<file path="config.mk">
export PLATFORM = sky130hd
export DESIGN_NAME = sweep_err_stats
export DESIGN_NICKNAME = d
export VERILOG_FILES = /design/src/rtl/sweep_pkg.sv /design/src/rtl/sweep_err_stats.sv
export SDC_FILE = /design/constraint.sdc
export NUM_CORES = 1
export LEC_CHECK = 0
export CAP_MARGIN = 10
export CORE_AREA = 2 2 70 72
export DETAILED_ROUTE_END_ITERATION = 6
export DIE_AREA = 0 0 72 74
export SLEW_MARGIN = 40
export SYNTH_ARGS = -nofsm -noshare
export SYNTH_HDL_FRONTEND = slang
export SYNTH_SLANG_ARGS = --single-unit
</file>
<file path="constraint.sdc">
create_clock -name clk -period 6.68 [get_ports clk]
set_input_delay 1.002 -clock clk [delete_from_list [all_inputs] [get_ports clk]]
set_output_delay 1.002 -clock clk [all_outputs]
set_load 0.1 [all_outputs]
</file>
<file path="src/rtl/sweep_pkg.sv">
// Shared types and helpers for the partition sweep checker.
package sweep_pkg;

    // Sweep controller states.
    typedef enum logic [1:0] {
        ST_IDLE   = 2'd0,
        ST_SETTLE = 2'd1,
        ST_SAMPLE = 2'd2,
        ST_DONE   = 2'd3
    } state_t;

    // Widest supported partition output; popcount takes a fixed-width argument.
    localparam int unsigned MAX_PO_W = 16;

    // Ceiling log2, usable in constant expressions.
    function automatic int unsigned clog2(input int unsigned v);
        int unsigned r;
        r = 0;
        while ((64'd1 << r) < 64'(v)) begin
            r = r + 1;
        end
        return r;
    endfunction

    // Number of set bits in a zero-extended output difference vector.
    function automatic logic [4:0] popcount(input logic [MAX_PO_W-1:0] v);
        logic [4:0] pc;
        pc = '0;
        for (int unsigned i = 0; i < MAX_PO_W; i++) begin
            pc = pc + 5'(v[i]);
        end
        return pc;
    endfunction

endpackage

</file>
<file path="src/rtl/sweep_err_stats.sv">
// Per-sample approx/exact comparison and error-statistics accumulators.
module sweep_err_stats
    import sweep_pkg::*;
#(
    parameter int unsigned PO_W  = 4,
    parameter int unsigned CNT_W = 8,
    parameter int unsigned BIT_W = 10
) (
    input  logic             clk,
    input  logic             rst,
    input  logic             i_clr,
    input  logic             i_en,
    input  logic [PO_W-1:0]  i_approx,
    input  logic [PO_W-1:0]  i_exact,
    output logic             o_mis,
    output logic [CNT_W-1:0] o_err_count,
    output logic [BIT_W-1:0] o_bit_err_count,
    output logic [PO_W-1:0]  o_max_abs_err
);

    logic [PO_W:0]      w_diff;
    logic [PO_W:0]      w_neg;
    logic [PO_W:0]      w_abs_full;
    logic [PO_W-1:0]    w_abs;
    logic [4:0]         w_pop;
    logic               w_mis;

    logic [CNT_W-1:0]   r_err_count;
    logic [BIT_W-1:0]   r_bit_err_count;
    logic [PO_W-1:0]    r_max_abs_err;

    // Compare captured sample: mismatch flag, flipped-bit count, unsigned |a-e|.
    always_comb begin
        w_mis      = (i_approx != i_exact);
        w_pop      = popcount(MAX_PO_W'(i_approx ^ i_exact));
        w_diff     = {1'b0, i_approx} - {1'b0, i_exact};
        w_neg      = '0 - w_diff;
        w_abs_full = w_diff[PO_W] ? w_neg : w_diff;
        w_abs      = w_abs_full[PO_W-1:0];
    end

    // Accumulate statistics on each accepted sample; clear when a sweep starts.
    always_ff @(posedge clk) begin
        if (rst || i_clr) begin
            r_err_count     <= '0;
            r_bit_err_count <= '0;
            r_max_abs_err   <= '0;
        end else if (i_en) begin
            r_err_count     <= r_err_count + CNT_W'(w_mis);
            r_bit_err_count <= r_bit_err_count + BIT_W'(w_pop);
            if (w_abs > r_max_abs_err) begin
                r_max_abs_err <= w_abs;
            end
        end
    end

    assign o_mis           = w_mis;
    assign o_err_count     = r_err_count;
    assign o_bit_err_count = r_bit_err_count;
    assign o_max_abs_err   = r_max_abs_err;

endmodule

</file>
# Word-level counts from Yosys, hierarchy flattened
# Cells that the tools add are included.
# op_classes
n_addsub,19
multipliers,0
div,0
n_lt_le_gt_ge,1
n_eq_ne,1
n_shift,0
muxes,1
bitwise,1
n_reduce_logical,2
# op_table
op,count
"5-bit by 1-bit adder with 5-bit output, second input constant",11
10-bit by 5-bit adder with 10-bit output,1
8-bit by 1-bit adder with 8-bit output,1
"4-bit by 1-bit adder with 5-bit output, second input constant",1
4-bit by 4-bit subtractor with 5-bit output,1
3-bit by 1-bit adder with 4-bit output,1
4-bit > comparator,1
4-bit two-way mux,1
4-bit != test,1
"1-bit by 4-bit subtractor with 4-bit output, first input constant",1
4-bit XOR,1
2-bit by 1-bit adder with 3-bit output,1
1-bit by 1-bit adder with 2-bit output,1
2-bit AND reduction,1
1-bit logical OR,1
# word_totals
reg_bits,22
latch_bits,0
ramBits,0
mem_bits_ro,0
input_bits,12
output_inout_bits,23
memories,0

# Logic depth before layout (Yosys ltp)
# logic_depth
word_depth,17
mapped_depth,13
depth_no_buf,13

# Least setup slack after synthesis
# OpenSTA, ideal clock, no wires.
# synth_timing
path_kind,input to register
startpoint,input port i_exact[2]
endpoint,"register r_err_count[6], in the netlist o_err_count[6]"
setup_ps,128
t_arrival_ps,3471
setup_slack_ps,3081
cell_stages,8
path_buffers,0
path_cell_list,inv_1 -> ha_1 -> nand4_1 -> ha_1 -> ha_1 -> nand4_1 -> xor2_1 -> nor2_1
# synth_between
elab_chain_len,2
# synth_rtl
element,line,source
start: declaration,sweep_err_stats.sv:14,"input logic [PO_W-1:0] i_exact,"
4-bit != test,sweep_err_stats.sv:34,w_mis = (i_approx != i_exact);
named net o_mis,sweep_err_stats.sv:15,"output logic o_mis,"
8-bit by 1-bit adder with 8-bit output,sweep_err_stats.sv:49,r_err_count <= r_err_count + CNT_W'(w_mis);
end signal: assignment,sweep_err_stats.sv:49,
end: declaration,sweep_err_stats.sv:28,logic [CNT_W-1:0] r_err_count;
# The timed path passes the listed nets, and every way through them passes these cells.
# A chain may end at the register's enable or synchronous reset.

# Final worst setup path
# layout_timing
startpoint,input port i_exact[0]
endpoint,"register r_max_abs_err[2], in the netlist o_max_abs_err[2]"
# layout_between
elab_chain_len,5
# layout_rtl
element,line,source
4-bit by 4-bit subtractor with 5-bit output *,sweep_err_stats.sv:36,"w_diff = {1'b0, i_approx} - {1'b0, i_exact};"
1-bit by 4-bit subtractor with 4-bit output,sweep_err_stats.sv:37,w_neg = '0 - w_diff;
4-bit two-way mux *,sweep_err_stats.sv:38,w_abs_full = w_diff[PO_W] ? w_neg : w_diff;
named net w_abs_full[2],sweep_err_stats.sv:23,logic [PO_W:0] w_abs_full;
4-bit > comparator,sweep_err_stats.sv:51,if (w_abs > r_max_abs_err) begin
2-bit AND reduction (no source line),--,
end signal: assignment,sweep_err_stats.sv:52,r_max_abs_err <= w_abs;
end: declaration,sweep_err_stats.sv:30,logic [PO_W-1:0] r_max_abs_err;
# Mark *: on every way through the listed nets, which the timed path passes. The rest lies on a longest branch.

==> impl_metrics.yaml <==
global_route:
  grt_pass1_wl_mm: 4.69
  track_usage_pct: 10.9
  grt_max_degree: 23
  overflow: 0
  grt_antenna_before_repair: 0
  grt_pass1_vias: 1085
routing:
  drt-wirelength-per-cell_um: 11.4
  first_pass_iters: 4
  vias: 1119
  ant_nets: 0
  viasPerCell: 4.66
  remaining_drc_errors: 0
  wl_mm: 2.74
  drtIter0Drc: 30
die:
  dieWidth_um: 72
  start_util_pct: 29.0
  core_sq_um: 4600
  dieArea_sq_um: 5330
  fp.dieH_um: 74
  ios: 35
  row_count: 25
timing:
  max-slew-margin-rel_pct: 66.4
  max_clock_freq_mhz: 258
  hold-worst-slack_ns: 0.496
  finalClockSkew_ns: 0.00685
  fin_ws_ns: 2.80
  post-route-min-period_ns: 3.88
  tns_ns: 0
  hold_viol: 0
  worst_pin_slew_ns: 0.503
  rsz0062_at_grt: "false"
  fin_crit_sh_pct: 58.1
  drv_slew: 0
  finalSetupViolCount: 0
clock_network:
  clkTransAtPathRegs_ns: 0.08
  clock-sinks: 22
  post_cts_buffers: 0
  hold_buffers: 0
  cts_root_buf: "clkbuf_8"
  clk_path_buf_depth: 2
  cts_resized: 0
  htreeDepth: 1
  clk_latency_ns: 0.26
  cts_buffers: 3
  cts_tree: "built"
worst_setup_path:
  cp-end-kind: "flop"
  critPathArrivalTime_ns: 4.04
  worstSetupStartpointType: "input pin"
  required_ns: 6.84
  path_class: "in -> reg"
  cp_max_fo: 5
place:
  place_inst: 236
  place.gp.congestion: 0.810
  numPortBuffers: 34
  preCtsSetupSlack_ns: 2.52
  placed_area_sq_um: 1620
  dp_hpwl_mm: 2.15
power_and_ir_drop:
  switching_share_pct: 35.3
  p_clk_share_pct: 30.0
  switchingPower_mw: 0.145
  ir_worst_vdd_v: 0.0000855
  power-per-cell-area_nw_per_um2: 243
  p_int_mw: 0.267
  p_leak_nw: 0.761
  p_comb_share_pct: 35.9
  p_seq_share_pct: 34.1
final_layout:
  areaGrowthSynthToFinish_pct: 26.9
  fin_cells: 240
  diodes: 0
  multi_input_area_sq_um: 800
  final_net_count: 215
  nFillCells: 471
  seq_area_sq_um: 440
  fin_area_sq_um: 1690
  final_cell_mix: "buf_2 (23), inv_1 (22), dfxtp_1 (22)"
  layout_commonest_cell: "buf_2"
  layout-drive-gt1-share_pct: 16.7
yosys:
  synth.area.top_cells: "dfxtp_1 (33%), ha_1 (11%), inv_1 (6.2%), fa_1 (6.0%), nor2_1 (4.8%)"
  synth_edf_count: 0
  synth_ff_type: "dfxtp_1"
  yosysTopAreaCell: "dfxtp_1"
  syn_area_sq_um: 1340
  seq_area_frac_synth_pct: 33.0
  ys_seq_elements: 22
  syn_inst: 150
  synth_fp_nets: 178
  synth_warnings: 0
  synth-async-reset-ratio_pct: 0
  synth_top_area_share_pct: 33.0
  synth_cell_types: 35
  syn_avg_cell_area_sq_um: 8.90
run_status:
  status: "complete, no violations"
job:
  drv_cap: 0
min_path:
  min_path_type: "reg -> reg"
==> cell usage after synthesis, types with 4 or more instances <==
cell      instances
a21oi_1          10
inv_1            22
xor2_1            7
ha_1             12
nand4_1           5
nor2_1           17
fa_1              4
xnor2_1           6
mux2i_1           4
dfxtp_1          22
a211oi_1          5
nand2_1           8
==> metrics by stage <==
step,util [%],power (mW)
floorplan,-,0.262
global placement,37.8,0.297
detailed placement,35.3,0.293
CTS,36.8,0.418
global route,36.8,0.438
finish,36.8,0.412
==> worst max-delay path, cell delays in order <==
cell             delay, ns
clkdlybuf4s50_1       0.46
ha_1                  0.16
inv_1                 0.05
fa_1                  0.51
inv_1                 0.05
ha_1                  0.19
a211oi_1              0.26
xnor2_1               0.19
ha_1                  0.28
a21oi_1               0.15
o221ai_1              0.21
and2_1                0.26
a31o_2                0.25
==> cells by family (layout without fill, tap and decap cells) <==
logic type	Yosys count	after routing	share of synthesized area (%)
adder cells (fa/ha/maj)	16	16	17.2
flip-flops	22	22	33.0
AO/OA/AOI/OAI	24	24	12.6
multiplexers	4	4	3.00
XOR/XNOR	14	14	10.2
buffers and inverters	25	61	7.12
AND/OR/NAND/NOR	45	45	16.9
==> worst paths after layout <==
| path | startpoint | cells past startpoint | slack, ns | to |
|---|---|---|---|---|
| max | i_exact[0] | 13 | 2.80 | o_max_abs_err[2] |
| min | o_err_count[7] | 2 | 0.50 | o_err_count[7] |
| max reg2reg | o_bit_err_count[0] | 10 | 4.34 | o_bit_err_count[6] |
| min reg2reg | o_err_count[7] | 2 | 0.50 | o_err_count[7] |
==> registers in the layout (all words and copies together), names as in the netlist <==
signal           count
o_err_count          8
o_bit_err_count     10
o_max_abs_err        4
==> layer usage <==
layer	part of all wire (%)	up-vias	wire length, um	global-route usage (%)
li1	-	582	-	-
met3	5.4	2	149	2.57
met1	49	513	1360	14.8
met5	0	-	0	0
met2	45	22	1220	17.9
met4	0.44	0	12	2.52
==> power by group through the flow <==
stage | combinational [mW] | sequential (mW) | clock, mW
finish | 0.148 | 0.140 | 0.124
global route | 0.165 | 0.141 | 0.131
CTS | 0.150 | 0.141 | 0.128
detailed placement | 0.149 | 0.144 | 0
global placement | 0.153 | 0.144 | 0
floorplan | 0.0817 | 0.180 | 0
==> cell type report <==
cell class / count / share of cell area [%]
Multi-Input combinational cell: 103 / 47.2
Sequential cell: 22 / 26.0
Timing Repair Buffer: 35 / 13.7
Inverter: 22 / 4.87
Tap cell: 54 / 3.99
Clock buffer: 3 / 2.44
Clock inverter: 1 / 1.77
No activity file was read; power rests on OpenSTA's default activity.
